--- src/rtl/df_filter_config_ctrl_pkg.sv ---
// Shared types and helpers for the filter configuration controller.
// Latency: n/a (definitions only).
// Backpressure: n/a.
package df_filter_config_ctrl_pkg;

  // Sequencer phases; encodings are fixed so debug taps read the same across revisions
  typedef enum logic [1:0] {
    ST_IDLE   = 2'd0,
    ST_SETUP  = 2'd1,
    ST_HOLD   = 2'd2,
    ST_SETTLE = 2'd3
  } state_t;

  // Config word layout: {hp, wg[1:0]}
  localparam int CFG_W = 3;

  // Scan order walks the config space upward and wraps 7 -> 0
  function automatic logic [CFG_W-1:0] next_scan_config(input logic [CFG_W-1:0] cfg);
    return cfg + 3'd1;
  endfunction

endpackage

--- src/rtl/df_filter_config_ctrl_down_counter.sv ---
// Loadable down counter with zero flag; saturates at zero.
// Latency: load/decrement visible one cycle after the edge; zero is combinational from count.
// Backpressure: none; en simply pauses the count.
module df_filter_config_ctrl_down_counter #(
  parameter int             W       = 4,
  parameter logic [W-1:0]   RST_VAL = '0
) (
  input  logic         CLK,
  input  logic         nRST,
  input  logic         load,
  input  logic [W-1:0] load_val,
  input  logic         en,
  output logic         zero
);

  logic [W-1:0] count;

  // Load has priority over counting; hold at zero rather than wrap
  always_ff @(posedge CLK or negedge nRST) begin
    if (!nRST) begin
      count <= RST_VAL;
    end else if (load) begin
      count <= load_val;
    end else if (en && !zero) begin
      count <= count - W'(1);
    end
  end

  assign zero = (count == '0);

endmodule

--- src/rtl/df_filter_config_ctrl.sv ---
// Sequences 3-bit config writes into the filter with setup/hold/settle phases; optional auto-scan.
// Latency: accept at cycle t -> enconfig high t+2..t+1+HOLD_CYCLES -> settled at t+2+HOLD_CYCLES+SETTLE_CYCLES.
// Backpressure: cfg_ready low whenever a sequence is in flight; host holds cfg_valid/cfg_data until accepted.
module df_filter_config_ctrl
  import df_filter_config_ctrl_pkg::*;
#(
  parameter int HOLD_CYCLES   = 3,
  parameter int SETTLE_CYCLES = 8,
  parameter int DWELL_W       = 8
) (
  input  logic               CLK,
  input  logic               nRST,
  input  logic               cfg_valid,
  output logic               cfg_ready,
  input  logic [CFG_W-1:0]   cfg_data,
  input  logic               scan_en,
  input  logic [DWELL_W-1:0] scan_dwell,
  output logic               enconfig,
  output logic [CFG_W-1:0]   configin,
  output logic [CFG_W-1:0]   cur_config,
  output logic               busy,
  output logic               settled
);

  localparam int CNT_MAX = (HOLD_CYCLES > SETTLE_CYCLES) ? HOLD_CYCLES : SETTLE_CYCLES;
  localparam int CNT_W   = $clog2(CNT_MAX + 1);

  state_t             state;
  state_t             state_nxt;
  logic               phase_load;
  logic [CNT_W-1:0]   phase_load_val;
  logic               phase_en;
  logic               phase_zero;
  logic               dwell_load;
  logic [DWELL_W-1:0] dwell_reload;
  logic               dwell_en;
  logic               dwell_zero;
  logic               scan_en_q;
  logic               idle;
  logic               scan_expire;
  logic               start;
  logic [CFG_W-1:0]   req_cfg;

  assign idle      = (state == ST_IDLE);
  assign cfg_ready = idle;
  assign busy      = !idle;

  // A host request always wins over a coincident scan expiry
  assign scan_expire = idle && scan_en && scan_en_q && dwell_zero;
  assign start       = idle && (cfg_valid || scan_expire);
  assign req_cfg     = cfg_valid ? cfg_data : next_scan_config(cur_config);

  // Dwell of 0 behaves as 1 so scan always makes progress
  assign dwell_reload = (scan_dwell == '0) ? '0 : scan_dwell - DWELL_W'(1);
  assign dwell_load   = (!idle && (state_nxt == ST_IDLE)) || (scan_en && !scan_en_q);
  assign dwell_en     = idle && scan_en;

  // State register; reset lands in SETTLE because the filter pipeline starts unflushed
  always_ff @(posedge CLK or negedge nRST) begin
    if (!nRST) begin
      state <= ST_SETTLE;
    end else begin
      state <= state_nxt;
    end
  end

  // Next-state and phase counter control
  always_comb begin
    state_nxt      = state;
    phase_load     = 1'b0;
    phase_load_val = '0;
    phase_en       = 1'b0;
    unique case (state)
      ST_IDLE: begin
        if (start) state_nxt = ST_SETUP;
      end
      ST_SETUP: begin
        state_nxt      = ST_HOLD;
        phase_load     = 1'b1;
        phase_load_val = CNT_W'(HOLD_CYCLES - 1);
      end
      ST_HOLD: begin
        if (phase_zero) begin
          state_nxt      = ST_SETTLE;
          phase_load     = 1'b1;
          phase_load_val = CNT_W'(SETTLE_CYCLES - 1);
        end else begin
          phase_en = 1'b1;
        end
      end
      ST_SETTLE: begin
        if (phase_zero) begin
          state_nxt = ST_IDLE;
        end else begin
          phase_en = 1'b1;
        end
      end
      default: state_nxt = ST_SETTLE;
    endcase
  end

  // Registered outputs; configin only moves on the IDLE->SETUP edge so it is stable around enconfig
  always_ff @(posedge CLK or negedge nRST) begin
    if (!nRST) begin
      configin   <= '0;
      cur_config <= '0;
      enconfig   <= 1'b0;
      settled    <= 1'b0;
      scan_en_q  <= 1'b0;
    end else begin
      if (start) begin
        configin   <= req_cfg;
        cur_config <= req_cfg;
      end
      enconfig  <= (state_nxt == ST_HOLD);
      settled   <= (state_nxt == ST_IDLE);
      scan_en_q <= scan_en;
    end
  end

  df_filter_config_ctrl_down_counter #(
    .W       (CNT_W),
    .RST_VAL (CNT_W'(SETTLE_CYCLES - 1))
  ) u_phase_cnt (
    .CLK      (CLK),
    .nRST     (nRST),
    .load     (phase_load),
    .load_val (phase_load_val),
    .en       (phase_en),
    .zero     (phase_zero)
  );

  df_filter_config_ctrl_down_counter #(
    .W       (DWELL_W),
    .RST_VAL ('0)
  ) u_dwell_cnt (
    .CLK      (CLK),
    .nRST     (nRST),
    .load     (dwell_load),
    .load_val (dwell_reload),
    .en       (dwell_en),
    .zero     (dwell_zero)
  );

endmodule

--- config.mk ---
export PLATFORM = sky130hd
export DESIGN_NAME = df_filter_config_ctrl
export DESIGN_NICKNAME = d
export VERILOG_FILES = /design/src/rtl/df_filter_config_ctrl_pkg.sv /design/src/rtl/df_filter_config_ctrl_down_counter.sv /design/src/rtl/df_filter_config_ctrl.sv
export SDC_FILE = /design/constraint.sdc
export NUM_CORES = 1
export LEC_CHECK = 0
export ABC_AREA = 0
export CORE_ASPECT_RATIO = 1.75
export CORE_MARGIN = 4
export CORE_UTILIZATION = 49
export CTS_BUF_LIST = sky130_fd_sc_hd__clkbuf_8
export DETAILED_ROUTE_END_ITERATION = 16
export PLACE_DENSITY = 0.82
export RECOVER_POWER = 25
export SLEW_MARGIN = 10
export SYNTH_ARGS = -nofsm -noshare
export SYNTH_HDL_FRONTEND = slang
export SYNTH_SLANG_ARGS = --single-unit
--- constraint.sdc ---
create_clock -name CLK -period 2.1 [get_ports CLK]
set_input_delay 0.315 -clock CLK [delete_from_list [all_inputs] [get_ports CLK]]
set_output_delay 0.315 -clock CLK [all_outputs]
set_load 0.1 [all_outputs]
Word level (Yosys, flattened, before mapping)
Cells that the tools add are included.
{"block": "op_classes", "add_sub_neg": 4, "eq_ne": 4, "n_mux": 16, "n_reduce_logical": 22}
{"operator": "2-to-1 mux 8 bit", "count": 3}
{"operator": "logical NOT 8 bit", "count": 2}
{"operator": "subtractor 8 x 1 -> 8 bit (second input constant)", "count": 2}
{"operator": "logical AND 1 bit", "count": 8}
{"operator": "2-to-1 mux 4 bit", "count": 2}
{"operator": "one-hot mux 2 bit (4 select lines)", "count": 1}
{"operator": "equality test 2 bit (second input constant)", "count": 3}
{"operator": "2-to-1 mux 2 bit", "count": 3}
{"operator": "2-to-1 mux 3 bit", "count": 2}
{"operator": "one-hot mux 3 bit (2 select lines)", "count": 1}
{"operator": "logical NOT 1 bit", "count": 4}
{"operator": "logical NOT 2 bit", "count": 2}
{"operator": "logical NOT 4 bit", "count": 1}
{"operator": "nonzero test 2 bit", "count": 2}
{"operator": "subtractor 4 x 1 -> 4 bit (second input constant)", "count": 1}
{"operator": "adder 3 x 1 -> 3 bit (second input constant)", "count": 1}
{"operator": "2-to-1 mux 1 bit", "count": 3}
{"operator": "equality test 2 x 1 -> 1 bit (second input constant)", "count": 1}
{"operator": "logical OR 1 bit", "count": 2}
{"operator": "one-hot mux 1 bit (2 select lines)", "count": 1}
{"operator": "OR reduction 2 bit", "count": 1}
{"block": "totals", "ff_bits": 20, "inputBits": 15, "out_inout_bits": 10, "wordCells": 53}

Depth between registers and ports, before layout
{"block": "logic_depth", "word_depth": 12, "ltp_mapped": 9}

Modules after synthesis
Synthesis repeated with hierarchy kept, for this count alone.
{"block": "unflattened", "cells_unflattened": 170, "area_unflattened_um2": 1482.7}
{"mod": "df_filter_config_ctrl", "n_inst": 1, "cells_each": 85, "area_each_um2": 680.7}
{"mod": "df_filter_config_ctrl_down_counter at u_dwell_cnt", "n_inst": 1, "cells_each": 58, "area_each_um2": 528.0}
{"mod": "df_filter_config_ctrl_down_counter at u_phase_cnt", "n_inst": 1, "cells_each": 27, "area_each_um2": 274.0}

Worst setup path after synthesis
OpenSTA, ideal clock, no wires.
{"block": "synth_timing", "path_type": "register to register", "startpoint": "register state[1]", "endpoint": "register u_dwell_cnt.count[7]", "arrival_time_ns": 2.919, "path_slack_ns": -0.945, "stages_incl_launch_ff": 8, "synth_period_minus_slack_ns": 3.045, "path_cell_list": "dfstp_2 inv_1 ha_1 inv_1 a32oi_1 a21bo_1 buf_6 mux2i_1"}
{"block": "synth_via", "word_cells_on_any_way": 20}
{"element": "from (decl)", "line_no": "df_filter_config_ctrl.sv:28", "source": "state_t state;"}
{"element": "from (signal assigned)", "line_no": "df_filter_config_ctrl.sv:63", "source": "state <= state_nxt;"}
{"element": "logical NOT 2 bit *", "line_no": "df_filter_config_ctrl.sv:44", "source": "assign idle = (state == ST_IDLE);"}
{"element": "via cfg_ready", "line_no": "df_filter_config_ctrl.sv:14", "source": "output logic cfg_ready,"}
{"element": "logical NOT 1 bit *"}
{"element": "via busy", "line_no": "df_filter_config_ctrl.sv:21", "source": "output logic busy,"}
{"element": "logical AND 1 bit *", "line_no": "df_filter_config_ctrl.sv:55", "source": "assign dwell_load = (!idle && (state_nxt == ST_IDLE)) || (scan_en && !scan_en_q);"}
{"element": "logical OR 1 bit *", "line_no": "df_filter_config_ctrl.sv:55"}
{"element": "2-to-1 mux 8 bit / nonzero test 2 bit (equally long branches)"}
{"element": "to (signal assigned)", "line_no": "df_filter_config_ctrl_down_counter.sv:23", "source": "count <= load_val;"}
{"element": "to (signal assigned)", "line_no": "df_filter_config_ctrl_down_counter.sv:25", "source": "count <= count - W'(1);"}
{"element": "to (decl)", "line_no": "df_filter_config_ctrl_down_counter.sv:16", "source": "logic [W-1:0] count;"}
The timed path passes the listed nets; every way through them passes the cells marked *.
A chain may end at the register's enable or synchronous reset.

Worst setup path in the final report
{"block": "layout_timing", "startpoint": "register u_dwell_cnt.count[0]", "endpoint": "register u_dwell_cnt.count[5]"}
{"block": "layout_via", "elab_chain_cells": 10, "word_cells_on_any_way": 15}
{"element": "logical NOT 8 bit", "line_no": "df_filter_config_ctrl_down_counter.sv:29", "source": "assign zero = (count == '0);"}
{"element": "logical AND 1 bit", "line_no": "df_filter_config_ctrl.sv:49", "source": "assign scan_expire = idle && scan_en && scan_en_q && dwell_zero;"}
{"element": "logical OR 1 bit", "line_no": "df_filter_config_ctrl.sv:50", "source": "assign start = idle && (cfg_valid || scan_expire);"}
{"element": "logical AND 1 bit", "line_no": "df_filter_config_ctrl.sv:50"}
{"element": "2-to-1 mux 2 bit", "line_no": "df_filter_config_ctrl.sv:75", "source": "if (start) state_nxt = ST_SETUP;"}
{"element": "one-hot mux 2 bit (4 select lines)", "line_no": "df_filter_config_ctrl.sv:73", "source": "unique case (state)"}
{"element": "logical NOT 2 bit", "line_no": "df_filter_config_ctrl.sv:55"}
{"element": "logical AND 1 bit", "line_no": "df_filter_config_ctrl.sv:55"}
{"element": "logical OR 1 bit", "line_no": "df_filter_config_ctrl.sv:55"}
{"element": "2-to-1 mux 8 bit / nonzero test 2 bit (equally long branches)"}
Several ways; a longest one is shown, not always the timed one. The select of a mux whose other input is x is not followed.

==> flow_summary.toml <==
[routing]
drt_pre_antenna_iters = 4
routed-wl-met2_mm = 2.10
drtAntennaViolNets = 0
detailedRoute.firstIterationViolations = 33
wl_met1_mm = 1.17
route.met3.wl_um = 124
top_layer = "met4"
routed-via-count = 1335
drc_errors = 0
wirelength_mm = 3.52
via_per_inst = 5.91
average_wire_per_cell_in_the_routed_design_um = 15.6

[power]
total_power_mw = 3.49
leakagePower_nw = 0.855
irDropWorstVdd_mv = 1.00
powerDensity_nw_per_um2 = 1830

[floorplan]
die_area_um2 = 3810
rows = 25
initial_utilization_pct = 51.4
die_h_um = 78.7
floorplan.die.width_um = 48.4
pin_count = 25
core_region_area_um2 = 2720

[setup_path]
cp_max_fo = 8
critPathTopFamily = "simple AND/OR/NAND/NOR gates"
reg2reg_setup_slack_ps = 50
arrival_ps = 2200
ff2ff_path_depth = 7
timing_worst_setup_path_type = "flop to flop"
critPathRequiredTime_ps = 2250
worst_setup_path_start_kind = "flop"
rr_startpoint = "u_dwell_cnt.count[0]"
cpMaxStageDelayCell = "or3b_4"
delay_of_the_slowest_critical_path_stage_ps = 390
critical_path.reg2reg.endpoint = "u_dwell_cnt.count[5]"
path_cells = "inv_1, ha_1, or3b_4, or2_4, o221a_1, a21bo_4, mux2i_1"
critical_path_buf_inv_count = 1
critPathCaptureType = "flop"

[sta]
fin_worst_skew_ps = 3.21
timing_hold_violations_final = 0
fin_crit_ps = 2050
relSlewSlack_pct = 54.0
fmax_ghz = 0.487
min_period_over_period_pct = 97.8
tightestPinTransition_ps = 690
tns_ps = 0
finalSetupViolCount = 0
slew_violations = 0

[global_routing]
grt_pass1_vias = 1413
grt_antenna_before_repair = 0
grtUsageTotal_pct = 18.2
grt_max_degree = 13
wire_length_of_the_first_global_routing_pass_mm = 5.60
gr-total-overflow = 0

[clocking]
h_tree_levels = 1
clkLatencyLatePin_ps = 260
tritoncts_clock_tree = "built"
cts-root-buf = "clkbuf_8"
cts_num_sinks = 20
clkSlewWorstSetupHoldPaths_ps = 80
holdBufCountCts = 0
ctsLongestPathBuffers = 2
numCtsBuffers = 3

[synth]
synth_top_flop_cell = "dfrtp_1"
postSynth.asyncResetShare_pct = 100
synth_area_per_cell_um2 = 8.92
yosys.cell_count.top_type = "nor2_1"
number_of_flops_mapped_to_enable_cells_by_yosys = 0
ys_seq_elements = 20
ys_seq_area_share_pct = 36.2
post_synth_main_area_contributors = "dfrtp_1 27%, dfstp_2 9.4%, mux2i_1 9.3%"
yosysTopAreaCell = "dfrtp_1"
yosys_warnings = 0
mappedNetlistArea_um2 = 1400
synth_top_area_share_pct = 26.8
ys_top_cells_by_count = "20 x nor2_1, 15 x dfrtp_1, 13 x mux2i_1"
netlist-cell-type-count = 39
netlist_instances = 157
mappedNetlistNets = 182

[placed_design]
gpl.final_weighted_congestion = 0.847
place_inst = 219
detailed_place_hpwl_mm = 2.76
port_buffers = 24

[run]
timing.max_cap.violations = 0

[final_layout]
nets = 225
fillCellCount = 191
drive_gt1_share_pct = 28.1
post_layout_nonfiller_instances = 226
antennaDiodeCount = 0
syn2layout_area_growth_pct = 36.2

[worst_hold_path]
hold_path_class = "primary input to asynchronous set/reset pin"

[outcome]
outcome = "completed"
==> cell usage in the layout (no fill, tap or decap), drive strengths merged, types with 2 or more instances in the layout <==
master,instances
buf,29
nor2,20
dfrtp,15
mux2i,13
nand2,12
clkdlybuf4s50,12
a21oi,12
ha,10
inv,10
nor3,7
o21ai,7
dfstp,5
nand3,4
nor4,4
clkbuf,4
nand4,3
xnor2,3
xor2,3
or3b,2
nor2b,2
mux2,2
dlygate4sd3,2
o221a,2
==> cell type report <==
cell class                 count  area [um^2]  share of cell area (%)
multi-input combinational    120          863                    45.3
sequential                    20          507                    26.6
timing repair buffer          44          387                    20.3
inverter                      11         45.0                    2.36
clock buffer                   3         41.3                    2.17
tap                           27         33.8                    1.77
clock inverter                 1         30.0                    1.57
==> power breakdown <==
part / internal [mW] / switching, mW
Clock: 0.255 / 0.135
Combinational: 0.893 / 1.44
Sequential: 0.604 / 0.162
==> how the worst max path moves through the flow <==
stage,start,to,depth (start not counted)
after floorplan,state[1],u_dwell_cnt.count[7],7
after global placement,u_dwell_cnt.count[0],u_dwell_cnt.count[7],7
after detailed placement,u_dwell_cnt.count[0],u_dwell_cnt.count[7],7
after CTS,u_dwell_cnt.count[0],cur_config[2],8
after global routing,u_dwell_cnt.count[0],u_dwell_cnt.count[5],7
final,u_dwell_cnt.count[0],u_dwell_cnt.count[5],7
==> sequential cells by signal (all words and copies together) (netlist names) <==
register           cells
enconfig               1
u_dwell_cnt.count      8
u_phase_cnt.count      4
state                  2
cur_config             3
settled                1
scan_en_q              1
==> cell families (layout without fill, tap and decap cells) <==
logic type | count (synthesis) | in the layout | share of synthesized area, %
flops | 20 | 20 | 36.2
fa+ha+maj | 10 | 10 | 8.94
simple gates | 61 | 61 | 21.8
mux | 15 | 15 | 10.9
buf+inv | 17 | 59 | 5.90
xor+xnor | 6 | 6 | 3.75
compound gates | 28 | 28 | 12.5
==> per-stage QoR <==
stage | cell area, um^2 | hold slack, ps | util, % | worst slack (ps)
final | 1910 | 409 | 70.1 | 46.5
after detailed placement | 1780 | 552 | 65.3 | -104
after floorplan | 1420 | 19.4 | - | -194
after CTS | 1880 | 357 | 69.0 | 2.56
after global routing | 1910 | 438 | 70.1 | -34.0
after global placement | 1780 | 517 | 65.3 | -32.9
==> repair_timing <==
action	CTS	global route
endpoints found under the setup margin	9	11
pin swaps	3	4
resized for setup	4	7
setup buffers	2	1
hold endpoints to repair	0	0
==> layer usage <==
metal | GRT usage (%) | up-vias
li1 | - | 637
met1 | 15.1 | 644
met2 | 37.6 | 40
met3 | 1.69 | 14
met4 | 12.2 | 0
met5 | 0 | -
(Power assumes the default switching activity.)
